[src/rtl/sum_accum.sv]
// Batch accumulator: after start, sums N_OPS unsigned a+b operand pairs into an
// ACC_W-bit register with a sticky overflow flag, then holds the total until the consumer accepts it.
module sum_accum #(
  parameter int N_OPS = 4,
  parameter int ACC_W = 8
) (
  input  logic             clk,
  input  logic             rst_n,
  input  logic             start,
  input  logic [3:0]       a,
  input  logic [3:0]       b,
  input  logic             in_valid,
  output logic             in_ready,
  output logic [ACC_W-1:0] acc_out,
  output logic             out_valid,
  input  logic             out_ready,
  output logic             ovf,
  output logic             busy
);

  typedef enum logic [1:0] {IDLE, ACC, DONE} state_t;

  localparam logic [3:0] LAST_CNT = 4'(N_OPS - 1);

  state_t           state, state_nxt;
  logic [ACC_W-1:0] acc;
  logic [3:0]       cnt;
  logic             ovf_r;
  logic             clear;
  logic             xfer;
  logic [4:0]       pair_sum;
  logic [ACC_W:0]   sum_full;

  always_ff @(posedge clk or negedge rst_n) begin
    if (!rst_n) state <= IDLE;
    else        state <= state_nxt;
  end

  always_comb begin
    state_nxt = state;
    clear     = 1'b0;
    xfer      = 1'b0;
    in_ready  = 1'b0;
    out_valid = 1'b0;
    busy      = (state != IDLE);
    case (state)
      IDLE: begin
        if (start) begin
          clear     = 1'b1;
          state_nxt = ACC;
        end
      end
      ACC: begin
        in_ready = 1'b1;
        if (in_valid) begin
          xfer = 1'b1;
          if (cnt == LAST_CNT) state_nxt = DONE;
        end
      end
      DONE: begin
        out_valid = 1'b1;
        if (out_ready) state_nxt = IDLE;
      end
      default: state_nxt = IDLE;
    endcase
  end

  // One extra bit on the adder exposes the carry that sets the sticky overflow.
  assign pair_sum = {1'b0, a} + {1'b0, b};
  assign sum_full = {1'b0, acc} + {{(ACC_W-4){1'b0}}, pair_sum};

  always_ff @(posedge clk or negedge rst_n) begin
    if (!rst_n) begin
      acc   <= '0;
      cnt   <= '0;
      ovf_r <= 1'b0;
    end else if (clear) begin
      acc   <= '0;
      cnt   <= '0;
      ovf_r <= 1'b0;
    end else if (xfer) begin
      acc <= sum_full[ACC_W-1:0];
      cnt <= cnt + 4'd1;
      if (sum_full[ACC_W]) ovf_r <= 1'b1;
    end
  end

  assign acc_out = acc;
  assign ovf     = ovf_r;

endmodule

[config.mk]
export PLATFORM = sky130hd
export DESIGN_NAME = sum_accum
export DESIGN_NICKNAME = d
export VERILOG_FILES = /design/src/rtl/sum_accum.sv
export SDC_FILE = /design/constraint.sdc
export NUM_CORES = 1
export LEC_CHECK = 0
export ABC_AREA = 0
export CORE_ASPECT_RATIO = 2
export CORE_UTILIZATION = 31
export CTS_CLUSTER_DIAMETER = 50
export DETAILED_ROUTE_END_ITERATION = 12
export PLACE_DENSITY = 0.68
export SETUP_SLACK_MARGIN = 0.15
export SYNTH_ARGS = -nofsm -noshare
export SYNTH_HDL_FRONTEND = slang
export SYNTH_SLANG_ARGS = --single-unit
[constraint.sdc]
create_clock -name clk -period 1.75 [get_ports clk]
set_input_delay 0.175 -clock clk [delete_from_list [all_inputs] [get_ports clk]]
set_output_delay 0.175 -clock clk [all_outputs]
set_load 0.02 [all_outputs]
## After elaboration in Yosys (flattened, before gate mapping)

Cells that the tools add are included.

| storage, ports and cells | value |
|---|---|
| output and inout bits | 12 |
| word-level logic and storage cells | 38 |
| input bits | 13 |
| bits in registers | 15 |

| cells by class | value |
|---|---|
| $add $sub $neg | 3 |
| eq/ne operators | 7 |
| reduce and logical (&&, ||, !) cells | 6 |
| multiplexer cells | 18 |

Operator list:

| operator | count |
|---|---|
| 2-to-1 mux 8 bit | 2 |
| adder 8 x 5 -> 9 bit | 1 |
| 2-to-1 mux 1 bit | 9 |
| 2-to-1 mux 2 bit | 4 |
| 2-to-1 mux 4 bit | 2 |
| != test 2 bit (second input constant) | 4 |
| one-hot mux 2 bit (3 select lines) | 1 |
| nonzero test 2 bit | 3 |
| adder 4 x 4 -> 5 bit | 1 |
| adder 4 x 1 -> 4 bit (second input constant) | 1 |
| == test 4 x 2 -> 1 bit (second input constant) | 1 |
| AND reduction 4 bit | 1 |
| == test 2 x 1 -> 1 bit (second input constant) | 1 |
| == test 2 bit (second input constant) | 1 |
| zero test 2 bit | 1 |
| AND reduction 2 bit | 1 |

## Longest topological paths before layout

| depth | value |
|---|---|
| word-level depth | 5 |
| mapped depth | 9 |
| depth with buffers taken out | 9 |

## Least setup slack after synthesis

OpenSTA, ideal clock, no wires.

| timing | value |
|---|---|
| path kind | register -> register |
| start point | register acc[1] (netlist: acc_out[1]) |
| end point | register acc[7] (netlist: acc_out[7]) |
| clock period less this slack | 2.033 ns |
| data required time | 1.670 ns |
| cell stages (with the launch flop) | 8 |
| slack | -0.283 ns |
| library setup time | 0.080 ns |
| buffers on the path | 0 |
| data arrival time | 1.953 ns |
| cells stage by stage | dfrtp_1 > fa_1 > ha_1 > fa_1 > nand3_1 > a21oi_2 > nand3_1 > mux2i_1 |

| on the way | value |
|---|---|
| longest elaborated chain between the ends | 3 |

Ends and longest elaborated chain:

| item | RTL line | source |
|---|---|---|
| from (decl) | 26 | `logic [ACC_W-1:0] acc;` |
| from (signal assigned) | 82 | `acc <= sum_full[ACC_W-1:0];` |
| adder 8 x 5 -> 9 bit | 70 | `assign sum_full = {1'b0, acc} + {{(ACC_W-4){1'b0}}, pair_sum};` |
| 2-to-1 mux 8 bit | 81 | `end else if (xfer) begin` |
| 2-to-1 mux 8 bit | 77 | `end else if (clear) begin` |

No other way between the ends. The select of a mux whose other input is x is not followed.
A chain may end at the register's enable or synchronous reset.

## Worst setup path after layout

| timing | value |
|---|---|
| start point | register acc[2] (netlist: acc_out[2]) |
| end point | register ovf_r (netlist: ovf) |

| on the way | value |
|---|---|
| longest elaborated chain between the ends | 3 |

Ends and longest elaborated chain:

| item | RTL line | source |
|---|---|---|
| adder 8 x 5 -> 9 bit | 70 |  |
| nonzero test 2 bit (no line) | -- |  |
| AND reduction 2 bit (no line) | -- |  |
| to (signal assigned) | 76 | `ovf_r <= 1'b0;` |
| to (signal assigned) | 80 | `ovf_r <= 1'b0;` |
| to (signal assigned) | 84 | `if (sum_full[ACC_W]) ovf_r <= 1'b1;` |
| to (decl) | 28 | `logic ovf_r;` |

No other way between the ends.

==> impl_metrics.prom <==
# TYPE chip_impl_metric gauge
chip_impl_metric{name="final.period_utilization",unit="%"} 116
chip_impl_metric{name="number_of_enable_type_register_cells_in_the_synthesized_netlist",unit=""} 0
chip_impl_metric{name="clock_tree.htree_level_count",unit=""} 1
chip_impl_metric{name="timing.critical_path.fanout_max",unit=""} 3
chip_impl_metric{name="cts_made_buffers",unit=""} 3
chip_impl_metric{name="num_antenna_cells",unit=""} 0
chip_impl_metric{name="drc",unit=""} 0
chip_impl_info{name="clock-root-buffer",value="sky130_fd_sc_hd__clkbuf_8"} 1
chip_impl_metric{name="postSynthAreaPerCell",unit="sq um"} 11.4
chip_impl_metric{name="cts.reportedPaths.clkPinSlew",unit="ps"} 60
chip_impl_metric{name="drt-total-wl",unit="mm"} 2.26
chip_impl_metric{name="timing.final.hold_violations",unit=""} 0
chip_impl_info{name="top_post_synthesis_cells_by_area",value="sky130_fd_sc_hd__dfrtp_1 39%, sky130_fd_sc_hd__fa_1 10%, sky130_fd_sc_hd__ha_1 7.9%, sky130_fd_sc_hd__a22o_1 2.8%, sky130_fd_sc_hd__xor2_1 2.8%"} 1
chip_impl_metric{name="layout.core_utilization",unit="%"} 48.0
chip_impl_metric{name="place.detailed.hpwl",unit="mm"} 1.73
chip_impl_metric{name="gp_congestion",unit=""} 0.745
chip_impl_metric{name="mappedNetlistNets",unit=""} 108
chip_impl_metric{name="critPathArrivalTime",unit="ps"} 2130
chip_impl_metric{name="timing.hold.ws",unit="ps"} 241
chip_impl_metric{name="yosysWarnings",unit=""} 0
chip_impl_metric{name="die_y",unit="microns"} 80.5
chip_impl_info{name="outcome",value="finished with violations"} 1
chip_impl_metric{name="synthesized_instance_count",unit=""} 84
chip_impl_info{name="ys_dominant_reg_cell",value="sky130_fd_sc_hd__dfrtp_1"} 1
chip_impl_metric{name="detailroute.via_count",unit=""} 760
chip_impl_metric{name="achievable-frequency",unit="MHz"} 494
chip_impl_info{name="violations",value="negative setup slack"} 1
chip_impl_metric{name="yosys.area.top_type_share",unit="%"} 39.3
chip_impl_metric{name="largest_net_degree_at_the_start_of_global_routing",unit=""} 16
chip_impl_metric{name="syn_area",unit="sq um"} 955
chip_impl_metric{name="post_route_cells_drive_above_1_share",unit="%"} 26.0
chip_impl_metric{name="combined_global_route_utilization_of_all_metal_layers",unit="%"} 15.8
chip_impl_metric{name="max_slew_vio_count",unit=""} 0
chip_impl_metric{name="buffer_ports.inserted",unit=""} 24
chip_impl_metric{name="fillers",unit=""} 276
chip_impl_metric{name="via_per_inst",unit=""} 4.97
chip_impl_metric{name="maxCapViolations",unit=""} 0
chip_impl_metric{name="nets",unit=""} 148
chip_impl_metric{name="globalRoute.totalOverflow",unit=""} 0
chip_impl_metric{name="power_leakage",unit="nW"} 0.676
chip_impl_info{name="cts_tree",value="yes"} 1
chip_impl_metric{name="synth_cell_types",unit=""} 30
chip_impl_info{name="cp-start-kind",value="flop"} 1
chip_impl_metric{name="floorplan.initialDensity",unit="%"} 32.4
chip_impl_metric{name="synth_seq_area_share",unit="%"} 39.3
chip_impl_metric{name="numPlacedInstances",unit=""} 146
chip_impl_metric{name="cts_buffer_depth",unit=""} 2
chip_impl_metric{name="crit_required",unit="ps"} 1860
chip_impl_info{name="timing_worst_setup_path_type",value="reg -> reg"} 1
chip_impl_metric{name="clkLatencyLatePin",unit="ps"} 240
chip_impl_metric{name="yosys_register_bits",unit=""} 15
chip_impl_metric{name="final-setup-viol-count",unit=""} 8
chip_impl_metric{name="setup-tns-final",unit="ps"} -1440
chip_impl_metric{name="cellPowerDensity",unit="nW/um^2"} 1660
chip_impl_metric{name="worstMarginPinSlew",unit="ps"} 427
chip_impl_info{name="timing.hold.worst.class",value="in -> async"} 1
chip_impl_metric{name="route.antenna.remaining_nets",unit=""} 0
chip_impl_metric{name="first_pass_iters",unit=""} 3
chip_impl_metric{name="clock-skew-final",unit="ps"} 0.653
chip_impl_metric{name="fin_cells",unit=""} 153
chip_impl_metric{name="layout_min_cycle_time",unit="ps"} 2030
chip_impl_metric{name="number_of_ports_placed_on_the_die_boundary",unit=""} 25
chip_impl_metric{name="grt_antenna_before_repair",unit=""} 0
chip_impl_metric{name="worst_ir_drop_vdd",unit="mV"} 0.770
chip_impl_metric{name="wl_per_cell",unit="microns"} 14.7
chip_impl_metric{name="power",unit="mW"} 2.34
chip_impl_metric{name="via_count_of_the_first_global_routing_pass",unit=""} 811
chip_impl_metric{name="timing.final.ws_setup",unit="ps"} -276
chip_impl_info{name="synth_largest_area_cell",value="sky130_fd_sc_hd__dfrtp_1"} 1
chip_impl_metric{name="core-area",unit="sq um"} 2940
chip_impl_metric{name="cts_num_sinks",unit=""} 15
chip_impl_metric{name="syn_to_final_growth",unit="%"} 48.1
chip_impl_metric{name="drt-initial-drc-count",unit=""} 6
chip_impl_info{name="critPathCaptureType",value="flop"} 1
chip_impl_metric{name="grt_first_pass_wirelength",unit="mm"} 3.55
chip_impl_info{name="rsz0062_at_grt",value="true"} 1
chip_impl_metric{name="die_w",unit="microns"} 41.2
chip_impl_metric{name="synthArstFlopShare",unit="%"} 100
chip_impl_metric{name="std_cell_rows",unit=""} 28
chip_impl_metric{name="dieArea",unit="sq um"} 3320
chip_impl_metric{name="ctsHoldBuffers",unit=""} 0
chip_impl_metric{name="relSlewSlack",unit="%"} 71.5
==> logic make-up after synthesis <==
kind of cell | count (synthesis) | synth area share, %
simple gates | 25 | 18.2
compound gates | 18 | 12.7
flops | 15 | 39.3
fa+ha+maj | 11 | 18.3
buf+inv | 8 | 4.72
xor+xnor | 5 | 4.59
mux | 2 | 2.10
==> final timing paths <==
check / startpoint / endpoint / slack, ps / depth (start not counted)
min in group clk: out_ready / state[1]$_DFFE_PN0P_ / 480 / 2
min reg2reg: acc_out[7]$_DFFE_PN0P_ / acc_out[7]$_DFFE_PN0P_ / 520 / 1
max reg2reg: acc_out[2]$_DFFE_PN0P_ / ovf$_DFFE_PN0P_ / -280 / 6
max in group asynchronous: rst_n / acc_out[3]$_DFFE_PN0P_ / 1320 / 2
max: acc_out[2]$_DFFE_PN0P_ / ovf$_DFFE_PN0P_ / -280 / 6
min: rst_n / state[1]$_DFFE_PN0P_ / 240 / 2
==> per-stage QoR <==
step / setup WS [ps] / area (sq um)
after floorplan: -216 / 978
final: -276 / 1410
after detailed placement: -529 / 1310
after CTS: -286 / 1350
after global placement: -477 / 1310
after global routing: -366 / 1410
==> final cells by class <==
type	instances	area (sq um)	share of cell area [%]
inverters	6	22.5	1.59
multi-input cells	61	583	41.2
clock buffers	4	45.0	3.19
repair buffers	37	347	24.5
well taps	30	37.5	2.65
flip-flops and latches	15	379	26.8
==> Yosys cell counts, types with 2 or more instances <==
| library cell | number |
|---|---|
| sky130_fd_sc_hd__dfrtp_1 | 15 |
| sky130_fd_sc_hd__ha_1 | 6 |
| sky130_fd_sc_hd__inv_1 | 6 |
| sky130_fd_sc_hd__fa_1 | 5 |
| sky130_fd_sc_hd__nand2_1 | 5 |
| sky130_fd_sc_hd__nand3_1 | 5 |
| sky130_fd_sc_hd__nor2_1 | 5 |
| sky130_fd_sc_hd__o21ai_1 | 4 |
| sky130_fd_sc_hd__a21oi_1 | 3 |
| sky130_fd_sc_hd__a22o_1 | 3 |
| sky130_fd_sc_hd__xor2_1 | 3 |
| sky130_fd_sc_hd__buf_6 | 2 |
| sky130_fd_sc_hd__mux2i_1 | 2 |
| sky130_fd_sc_hd__o21ai_0 | 2 |
| sky130_fd_sc_hd__or3_1 | 2 |
| sky130_fd_sc_hd__xnor2_1 | 2 |
==> flip-flops by register name, indices dropped and copies added (netlist names) <==
signal,cells
acc_out,8
cnt,4
state,2
ovf,1
==> worst max-delay path, stage by stage, from the launching register on <==
cell                      delay [ps]
sky130_fd_sc_hd__dfrtp_2         420
sky130_fd_sc_hd__fa_1            470
sky130_fd_sc_hd__ha_1            290
sky130_fd_sc_hd__a211o_1         290
sky130_fd_sc_hd__a22oi_2         220
sky130_fd_sc_hd__or3_1           140
sky130_fd_sc_hd__a21oi_1          60
==> per-layer routing <==
| metal | global-route usage (%) | part of all wire, % | vias to the layer above |
|---|---|---|---|
| met2 | 29.2 | 62 | 4 |
| met5 | 0 | 0 | - |
| met1 | 16.2 | 36 | 387 |
| met3 | 0.829 | 0.62 | 2 |
| li1 | - | - | 367 |
| met4 | 6.77 | 0.93 | 0 |
==> cell usage in the layout, fill, tap and decap left out, types with 3 or more instances in the layout <==
cell type | Yosys | routed
sky130_fd_sc_hd__a22o_1 | 3 | 3
sky130_fd_sc_hd__clkbuf_8 | 0 | 3
sky130_fd_sc_hd__o21ai_1 | 4 | 5
sky130_fd_sc_hd__inv_1 | 6 | 6
sky130_fd_sc_hd__xor2_1 | 3 | 3
sky130_fd_sc_hd__ha_1 | 6 | 4
sky130_fd_sc_hd__fa_1 | 5 | 3
sky130_fd_sc_hd__nand2_1 | 5 | 5
sky130_fd_sc_hd__nor2_1 | 5 | 5
sky130_fd_sc_hd__buf_4 | 0 | 13
sky130_fd_sc_hd__clkdlybuf4s50_1 | 0 | 19
sky130_fd_sc_hd__dlymetal6s2s_1 | 0 | 4
sky130_fd_sc_hd__nand3_1 | 5 | 4
sky130_fd_sc_hd__dfrtp_2 | 0 | 3
sky130_fd_sc_hd__a21oi_1 | 3 | 3
sky130_fd_sc_hd__dfrtp_1 | 15 | 12
==> power breakdown <==
group	switching [mW]	leakage (nW)	internal, mW	total (mW)
logic	0.674	0.463	0.750	1.42
clock network	0.116	0.0228	0.161	0.277
registers	0.160	0.190	0.480	0.640
==> what timing repair did <==
action	in CTS	in global routing
endpoints found under the setup margin	10	9
resized for setup	1	12
pin swaps	1	4
buffers inserted	0	3
endpoints found under the hold margin	0	0
Power figures use the tool's default switching activity.
